[src/rtl/dmem_arbiter_pkg.sv]
`default_nettype none
// ============================================================================
//  Module      : dmem_arbiter_pkg
//  Description : Shared encodings for the data-memory arbiter: arbiter state,
//                read-return owner and the I/O region address bit.
//  Revision    : 1.0 - initial release
// ============================================================================
package dmem_arbiter_pkg;

  // Arbiter state: open arbitration or DMA burst ownership
  typedef enum logic [0:0] {
    ST_ARB  = 1'b0,
    ST_LOCK = 1'b1
  } arb_state_e;

  // Which requester a pending read belongs to
  typedef enum logic [0:0] {
    OWNER_CPU = 1'b0,
    OWNER_DMA = 1'b1
  } owner_e;

  // Byte-address bit that selects the memory-mapped I/O region
  localparam int IO_REGION_BIT = 31;

endpackage : dmem_arbiter_pkg
`default_nettype wire

[src/rtl/dmem_arbiter_starve_counter.sv]
`default_nettype none
// ============================================================================
//  Module      : dmem_arbiter_starve_counter
//  Description : Saturating count of consecutive cycles the DMA port was
//                denied. at_limit_o tells the arbiter to force a DMA win.
//  Revision    : 1.0 - initial release
// ============================================================================
module dmem_arbiter_starve_counter #(
  parameter int CNT_BITS     = 3,
  parameter int STARVE_LIMIT = 4
) (
  input  logic clk,
  input  logic reset,
  input  logic inc_i,
  input  logic clr_i,
  output logic at_limit_o
);

  localparam logic [CNT_BITS-1:0] LIMIT = CNT_BITS'(STARVE_LIMIT);

  logic [CNT_BITS-1:0] cnt_q;
  logic [CNT_BITS-1:0] cnt_d;

  // Clear wins over increment; increment stops once the limit is reached
  always_comb begin
    cnt_d = cnt_q;
    if (clr_i) begin
      cnt_d = '0;
    end else if (inc_i && (cnt_q != LIMIT)) begin
      cnt_d = cnt_q + 1'b1;
    end
  end

  // Counter register
  always_ff @(posedge clk or posedge reset) begin
    if (reset) begin
      cnt_q <= '0;
    end else begin
      cnt_q <= cnt_d;
    end
  end

  assign at_limit_o = (cnt_q == LIMIT);

endmodule : dmem_arbiter_starve_counter
`default_nettype wire

[src/rtl/dmem_arbiter.sv]
`default_nettype none
// ============================================================================
//  Module      : dmem_arbiter
//  Description : Shares the single-port, one-cycle-latency data memory between
//                the CPU load/store path and the DMA/debug-loader port. CPU has
//                priority, DMA gets a forced win after repeated denial, and DMA
//                can lock the memory for bursts. Read data returns to the
//                owner one cycle after the grant.
//  Revision    : 1.0 - initial release
// ============================================================================
module dmem_arbiter
  import dmem_arbiter_pkg::*;
#(
  parameter int DBITS        = 32,
  parameter int ADDR_BITS    = 11,
  parameter int STARVE_LIMIT = 4,
  parameter int CNT_BITS     = 3
) (
  input  logic                 clk,
  input  logic                 reset,
  // CPU port
  input  logic                 cpu_req,
  input  logic                 cpu_we,
  input  logic [DBITS-1:0]     cpu_addr,
  input  logic [DBITS-1:0]     cpu_wdata,
  output logic                 cpu_gnt,
  output logic                 cpu_rvalid,
  output logic [DBITS-1:0]     cpu_rdata,
  // DMA port
  input  logic                 dma_req,
  input  logic                 dma_we,
  input  logic                 dma_lock,
  input  logic [DBITS-1:0]     dma_addr,
  input  logic [DBITS-1:0]     dma_wdata,
  output logic                 dma_gnt,
  output logic                 dma_rvalid,
  output logic [DBITS-1:0]     dma_rdata,
  // Memory port
  output logic [ADDR_BITS-1:0] mem_addr,
  output logic [DBITS-1:0]     mem_wdata,
  output logic                 mem_we,
  input  logic [DBITS-1:0]     mem_rdata
);

  arb_state_e state_q;
  arb_state_e state_d;
  owner_e     rd_owner_q;
  owner_e     rd_owner_d;
  logic       rd_pending_q;
  logic       rd_pending_d;

  logic       w_cpu_win;
  logic       w_dma_win;
  logic       w_at_limit;
  logic       w_starve_inc;
  logic       w_starve_clr;

  // Only a few address bits reach the memory; fold the rest away explicitly
  logic       w_unused_addr_bits;
  assign w_unused_addr_bits = ^{cpu_addr, dma_addr};

  // Winner selection and next state; grants are held off while in reset
  always_comb begin
    w_cpu_win = 1'b0;
    w_dma_win = 1'b0;
    state_d   = state_q;
    unique case (state_q)
      ST_ARB: begin
        if (cpu_req && !(dma_req && w_at_limit)) begin
          w_cpu_win = 1'b1;
        end else if (dma_req) begin
          w_dma_win = 1'b1;
        end
        if (w_dma_win && dma_lock) begin
          state_d = ST_LOCK;
        end
      end
      ST_LOCK: begin
        w_dma_win = dma_req;
        if (!(dma_req && dma_lock)) begin
          state_d = ST_ARB;
        end
      end
      default: begin
        state_d = ST_ARB;
      end
    endcase
    if (reset) begin
      w_cpu_win = 1'b0;
      w_dma_win = 1'b0;
    end
  end

  assign cpu_gnt = w_cpu_win;
  assign dma_gnt = w_dma_win;

  // Memory port driven by the winner; I/O-region writes never reach memory
  always_comb begin
    mem_addr  = '0;
    mem_wdata = '0;
    mem_we    = 1'b0;
    if (w_cpu_win) begin
      mem_addr  = cpu_addr[ADDR_BITS+1:2];
      mem_wdata = cpu_wdata;
      mem_we    = cpu_we & ~cpu_addr[IO_REGION_BIT];
    end else if (w_dma_win) begin
      mem_addr  = dma_addr[ADDR_BITS+1:2];
      mem_wdata = dma_wdata;
      mem_we    = dma_we & ~dma_addr[IO_REGION_BIT];
    end
  end

  // Remember which port's read is in flight; owner only changes on a read
  always_comb begin
    rd_pending_d = (w_cpu_win & ~cpu_we) | (w_dma_win & ~dma_we);
    rd_owner_d   = rd_owner_q;
    if (w_cpu_win && !cpu_we) begin
      rd_owner_d = OWNER_CPU;
    end else if (w_dma_win && !dma_we) begin
      rd_owner_d = OWNER_DMA;
    end
  end

  // State and read-tracking registers; reset drops any pending read
  always_ff @(posedge clk or posedge reset) begin
    if (reset) begin
      state_q      <= ST_ARB;
      rd_pending_q <= 1'b0;
      rd_owner_q   <= OWNER_CPU;
    end else begin
      state_q      <= state_d;
      rd_pending_q <= rd_pending_d;
      rd_owner_q   <= rd_owner_d;
    end
  end

  assign cpu_rvalid = rd_pending_q && (rd_owner_q == OWNER_CPU);
  assign dma_rvalid = rd_pending_q && (rd_owner_q == OWNER_DMA);
  assign cpu_rdata  = cpu_rvalid ? mem_rdata : '0;
  assign dma_rdata  = dma_rvalid ? mem_rdata : '0;

  // Starvation only accrues while arbitrating; a grant or idle DMA clears it
  assign w_starve_inc = dma_req & ~w_dma_win & (state_q == ST_ARB);
  assign w_starve_clr = ~dma_req | w_dma_win;

  dmem_arbiter_starve_counter #(
    .CNT_BITS     (CNT_BITS),
    .STARVE_LIMIT (STARVE_LIMIT)
  ) u_starve (
    .clk        (clk),
    .reset      (reset),
    .inc_i      (w_starve_inc),
    .clr_i      (w_starve_clr),
    .at_limit_o (w_at_limit)
  );

endmodule : dmem_arbiter
`default_nettype wire

[config.mk]
export PLATFORM = sky130hd
export DESIGN_NAME = dmem_arbiter
export DESIGN_NICKNAME = d
export VERILOG_FILES = /design/src/rtl/dmem_arbiter_pkg.sv /design/src/rtl/dmem_arbiter_starve_counter.sv /design/src/rtl/dmem_arbiter.sv
export SDC_FILE = /design/constraint.sdc
export NUM_CORES = 1
export LEC_CHECK = 0
export CAP_MARGIN = 20
export CORE_AREA = 3 3 106 108
export CTS_CLUSTER_DIAMETER = 30
export DETAILED_ROUTE_END_ITERATION = 8
export DIE_AREA = 0 0 109 111
export HOLD_SLACK_MARGIN = 0.03
export PLACE_DENSITY = 0.56
export SLEW_MARGIN = 30
export SYNTH_ARGS = -nofsm -noshare
export SYNTH_HDL_FRONTEND = slang
export SYNTH_HIERARCHICAL = 1
export SYNTH_SLANG_ARGS = --single-unit
[constraint.sdc]
create_clock -name clk -period 3.76 [get_ports clk]
set_input_delay 0.94 -clock clk [delete_from_list [all_inputs] [get_ports clk]]
set_output_delay 0.94 -clock clk [all_outputs]
set_load 0.02 [all_outputs]
[Word level (Yosys, flattened, before mapping)]
Index checks and enable logic that the tools add are counted.
Cells by class
  $add $sub $neg: 1
  eq/ne operators: 2
  multiplexer cells: 23
  bitwise logic cells: 16
  reductions and logical operators: 14
Operators by type and width (count)
  two-way mux 32 bit: 4
  two-way mux 11 bit: 2
  two-way mux 1 bit: 13
  logical AND 1 bit: 9
  NOT 1 bit: 8
  AND 1 bit: 6
  two-way mux 3 bit: 2
  one-hot mux 1 bit (2 select lines): 2
  nonzero test 2 bit: 2
  adder 3 x 1 -> 3 bit (second input constant): 1
  == test 3 bit (second input constant): 1
  logical NOT 1 bit: 3
  != test 3 bit (second input constant): 1
  bitwise OR 1 bit: 2
Word-level totals
  bits in registers: 6
  output and inout bits: 112
  word-level logic and storage cells: 60
  input bits: 167

[Logic depth before layout (Yosys ltp)]
  word-level depth: 14
  gate-level depth with buffers: 8
  gate-level depth less buffers: 8

[Modules after synthesis]
The synthesis kept the hierarchy.
Modules (own cells, without submodules)
  dmem_arbiter: area each 1088.5 µm², cells an instance 147, times used 1
  dmem_arbiter_starve_counter: area each 196.4 µm², cells an instance 19, times used 1

[Least setup slack after synthesis]
OpenSTA, ideal clock, no wires.
  kind: input to output
  start point: input cpu_req
  end point: output mem_addr[0]
  path slack: 0.789 ns
  arrival: 2.031 ns
  required time: 2.820 ns
  stages: 5
  path through: or3b_4 -> and3_1 -> buf_6 -> buf_6 -> a22o_1
Between the ends
  cells in the longest elaborated chain, start to end: 7
  elaborated cells on any way between the ends: 10
  classes of those cells: mux: 9; reduce/logical: 1
RTL lines
  from (decl): line dmem_arbiter.sv:22  | input logic cpu_req,
  logical AND 1 bit: line dmem_arbiter.sv:69  | if (cpu_req && !(dma_req && w_at_limit)) begin
  two-way mux 1 bit: line dmem_arbiter.sv:69
  two-way mux 1 bit: line dmem_arbiter.sv:67  | unique case (state_q)
  one-hot mux 1 bit (2 select lines): line dmem_arbiter.sv:67
  two-way mux 1 bit: line dmem_arbiter.sv:88  | if (reset) begin
  net dma_gnt: line dmem_arbiter.sv:35  | output logic dma_gnt,
  two-way mux 11 bit: line dmem_arbiter.sv:106  | end else if (w_dma_win) begin
  two-way mux 11 bit: line dmem_arbiter.sv:102  | if (w_cpu_win) begin
  to (decl): line dmem_arbiter.sv:39  | output logic [ADDR_BITS-1:0] mem_addr,
The timed path passes the listed nets, and every way through them passes these cells. The select of a mux whose other input is x is not followed.

[Worst setup path in the final report]
  start point: input cpu_req
  end point: output mem_addr[0]
Between the ends
  cells in the longest elaborated chain, start to end: 7
  elaborated cells on any way between the ends: 10
  classes of those cells: mux: 9; reduce/logical: 1
RTL lines (line)
  logical AND 1 bit *: dmem_arbiter.sv:69
  two-way mux 1 bit: dmem_arbiter.sv:69
  two-way mux 1 bit: dmem_arbiter.sv:67
  one-hot mux 1 bit (2 select lines): dmem_arbiter.sv:67
  two-way mux 1 bit: dmem_arbiter.sv:88
  two-way mux 11 bit: dmem_arbiter.sv:106
  two-way mux 11 bit *: dmem_arbiter.sv:102
Every way passes the cells marked *; elsewhere a longest branch is shown, timed or not. The select of a mux whose other input is x is not followed.

==> flow_metrics.py <==
metrics = {
    "run_status": {
        "outcome": "finished, final reports clean",
    },
    "sta": {
        "finalHoldViolCount": 0,
        "post-route-period-util_pct": 98.5,
        "finalSetupViolCount": 0,
        "slew_headroom_pct": 78.8,
        "finalMaxSlewViolations": 0,
        "hold_slack_ns": 0.580,
        "final.setup_skew_ns": 0.00288,
        "rsz0062_at_grt": "false",
        "worstMarginPinSlew_ns": 0.319,
        "fin_crit_ns": 3.70,
        "max_freq_ghz": 0.270,
    },
    "layout": {
        "syn2layout_area_growth_pct": 201,
        "utilization_pct": 37.4,
        "final_cell_mix": "194 x clkdlybuf4s50_1, 42 x a22o_1, 37 x dlygate4sd2_1",
        "num_antenna_cells": 0,
        "fin_area_um2": 3860,
        "nets": 569,
        "n_fill_cell": 1100,
        "drive_above_1_share_pct": 6.53,
        "final_common_cell": "clkdlybuf4s50_1",
    },
    "global_routing": {
        "grt_pass1_wl_mm": 12.5,
        "antenna_found_initial": 0,
        "grt.total_usage_pct": 12.9,
        "grt_max_degree": 41,
        "grt_pass1_vias": 2198,
        "globalRoute.totalOverflow": 0,
    },
    "yosys": {
        "synth_cell_types": 23,
        "yosys_register_bits": 6,
        "mappedNetlistNets": 335,
        "seq_area_frac_synth_pct": 11.7,
        "netlist_area_um2": 1280,
        "synth_cells": 166,
        "synth_warnings": 6,
        "avgSynthCellArea_um2": 7.74,
    },
    "routing": {
        "viasPerCell": 4.11,
        "postRouteWirelength_mm": 8.54,
        "ant_nets": 0,
        "routedWlPerCell_um": 16.0,
        "drc": 0,
        "drt_iter0_drc": 112,
        "vias": 2195,
        "firstDrtPassIters": 4,
    },
    "pwr": {
        "pwr-share-clk_pct": 15.5,
        "internal_power_uw": 389,
        "vdd_drop_max_uv": 323,
        "power_frac_comb_pct": 72.7,
        "leakage_uw": 0.00176,
        "p_sw_uw": 223,
        "p_sw_share_pct": 36.5,
        "pwr-share-seq_pct": 11.8,
        "power_uw": 612,
        "pwr_density_cell_nw_per_um2": 158,
    },
    "clock_network": {
        "root_buffer": "clkbuf_8",
        "cts_buffer_depth": 2,
        "clk_pin_slew_ns": 0.03,
        "htreeDepth": 1,
        "cts_inserted_buffers": 3,
        "clock_latency_ns": 0.22,
        "tritoncts": "built",
        "cts_setup_buffers": 0,
        "clock_sinks": 6,
    },
    "place": {
        "placed_cell_area_um2": 3870,
        "port_buffers": 238,
        "dp_hpwl_mm": 7.38,
        "gp_congestion": 0.809,
    },
    "worst_setup_path": {
        "endpoint_kind": "output port",
        "crit_top_cell": "buf_12",
        "cp_top_family": "buffers and inverters",
        "cp-start-kind": "input pin",
        "max_stage_delay_ns": 0.46,
        "path_max_fanout": 40,
        "reg2reg_slack_ns": 1.25,
        "critPathBufInv": 4,
        "path_cells": "clkdlybuf4s50_1 -> or3b_4 -> and3_1 -> buf_12 -> buf_4 -> a22o_1 -> buf_12",
        "crit_required_ns": 2.82,
        "arrival_ns": 2.76,
        "crit_type": "input pin to output port",
        "critPathSlowestCell": "clkdlybuf4s50_1",
    },
    "die": {
        "dieWidth_um": 109,
        "ioPinCount": 279,
        "initial_core_util_pct": 12.4,
        "rows": 37,
        "die_h_um": 111,
        "die-area_um2": 12100,
        "core_region_area_um2": 10300,
    },
    "min_path": {
        "worstHoldPathType": "flop to flop",
    },
    "job": {
        "maxCapViolCount": 0,
    },
}
-- registers in the layout, indices dropped and copies added, names as in the netlist --
register        cells
rd_owner_q          1
rd_pending_q        1
u_starve/cnt_q      3
state_q             1
-- metrics by stage --
stage | std cells | setup TNS, ns | worst slack (ns)
6_report | 534 | 0 | 0.0579
5_1_grt | 534 | 0 | 0.000134
4_1_cts | 534 | 0 | 0.0354
3_5_place_dp | 531 | -3.86 | -0.129
3_3_place_gp | 531 | -3.79 | -0.134
2_1_floorplan | 166 | 0 | 0.789
-- routing by layer --
metal	part of all wire (%)	vias up	global-route usage (%)
met2	48	118	22.6
met5	0	-	0
met4	1.8	0	2.27
met1	39	982	15.3
li1	-	1083	-
met3	11	12	4.48
-- power groups by stage --
stage	Combinational [uW]	Sequential (uW)	Clock (uW)
after floorplan	177	74.2	0
after global placement	464	72.6	0
after detailed placement	468	73.1	0
after CTS	450	72.3	98.3
after global routing	476	73.0	105
final	445	72.1	95.2
-- kinds of logic after synthesis --
kind of cell | after synthesis | synth area share [%]
AND/OR/NAND/NOR | 79 | 38.5
buffers and inverters | 26 | 11.0
AO/OA/AOI/OAI | 51 | 35.0
adder cells (fa/ha/maj) | 2 | 1.95
flip-flops | 6 | 11.7
multiplexers | 2 | 1.95
-- final cells by class --
class	instances	area (um^2)	share of cell area, %
repair buffers	248	2470	63.9
multi-input cells	134	1010	26.1
well taps	136	170	4.40
flip-flops and latches	6	150	3.89
clock buffers	3	41.3	1.07
inverters	7	26.3	0.680
-- worst paths after layout --
kind	from	to	cells past startpoint
setup / recovery	cpu_req	mem_addr[0]	7
hold / removal	u_starve/cnt_q[1]	u_starve/cnt_q[1]	2
setup reg to reg	u_starve/cnt_q[0]	u_starve/cnt_q[0]	9
hold reg to reg	u_starve/cnt_q[1]	u_starve/cnt_q[1]	2
max in group asynchronous	reset	state_q	3
min in group asynchronous	reset	u_starve/cnt_q[2]	2
-- cells in the mapped netlist --
cell | n | area share [%]
a22o_1 | 43 | 29
and2_1 | 34 | 17
and3_1 | 34 | 17
clkbuf_1 | 9 | 2.6
inv_1 | 7 | 2.0
dfrtp_1 | 6 | 12
buf_2 | 5 | 1.9
buf_6 | 5 | 4.4
nor2_1 | 3 | 0.88
nor2b_1 | 3 | 1.5
a21oi_1 | 2 | 0.78
a32o_1 | 2 | 1.6
ha_1 | 2 | 1.9
nand2b_1 | 2 | 0.97
a2111oi_2 | 1 | 1.2
a21bo_2 | 1 | 0.78
a21boi_2 | 1 | 0.88
a31oi_1 | 1 | 0.49
and4b_1 | 1 | 0.78
mux2_4 | 1 | 1.2
mux2i_1 | 1 | 0.78
nor3_1 | 1 | 0.39
or3b_4 | 1 | 0.88
-- repair_timing --
item	CTS	global route
endpoints found under the setup margin	37	1
resized for setup	37	1
hold buffers	0	0
-- worst min-delay path, cell delays in order, from the launching register on --
cell and delay (ns):
dfrtp_1 0.38, nand2b_1 0.08, mux2i_1 0.07
No activity file was read; power rests on OpenSTA's default activity.
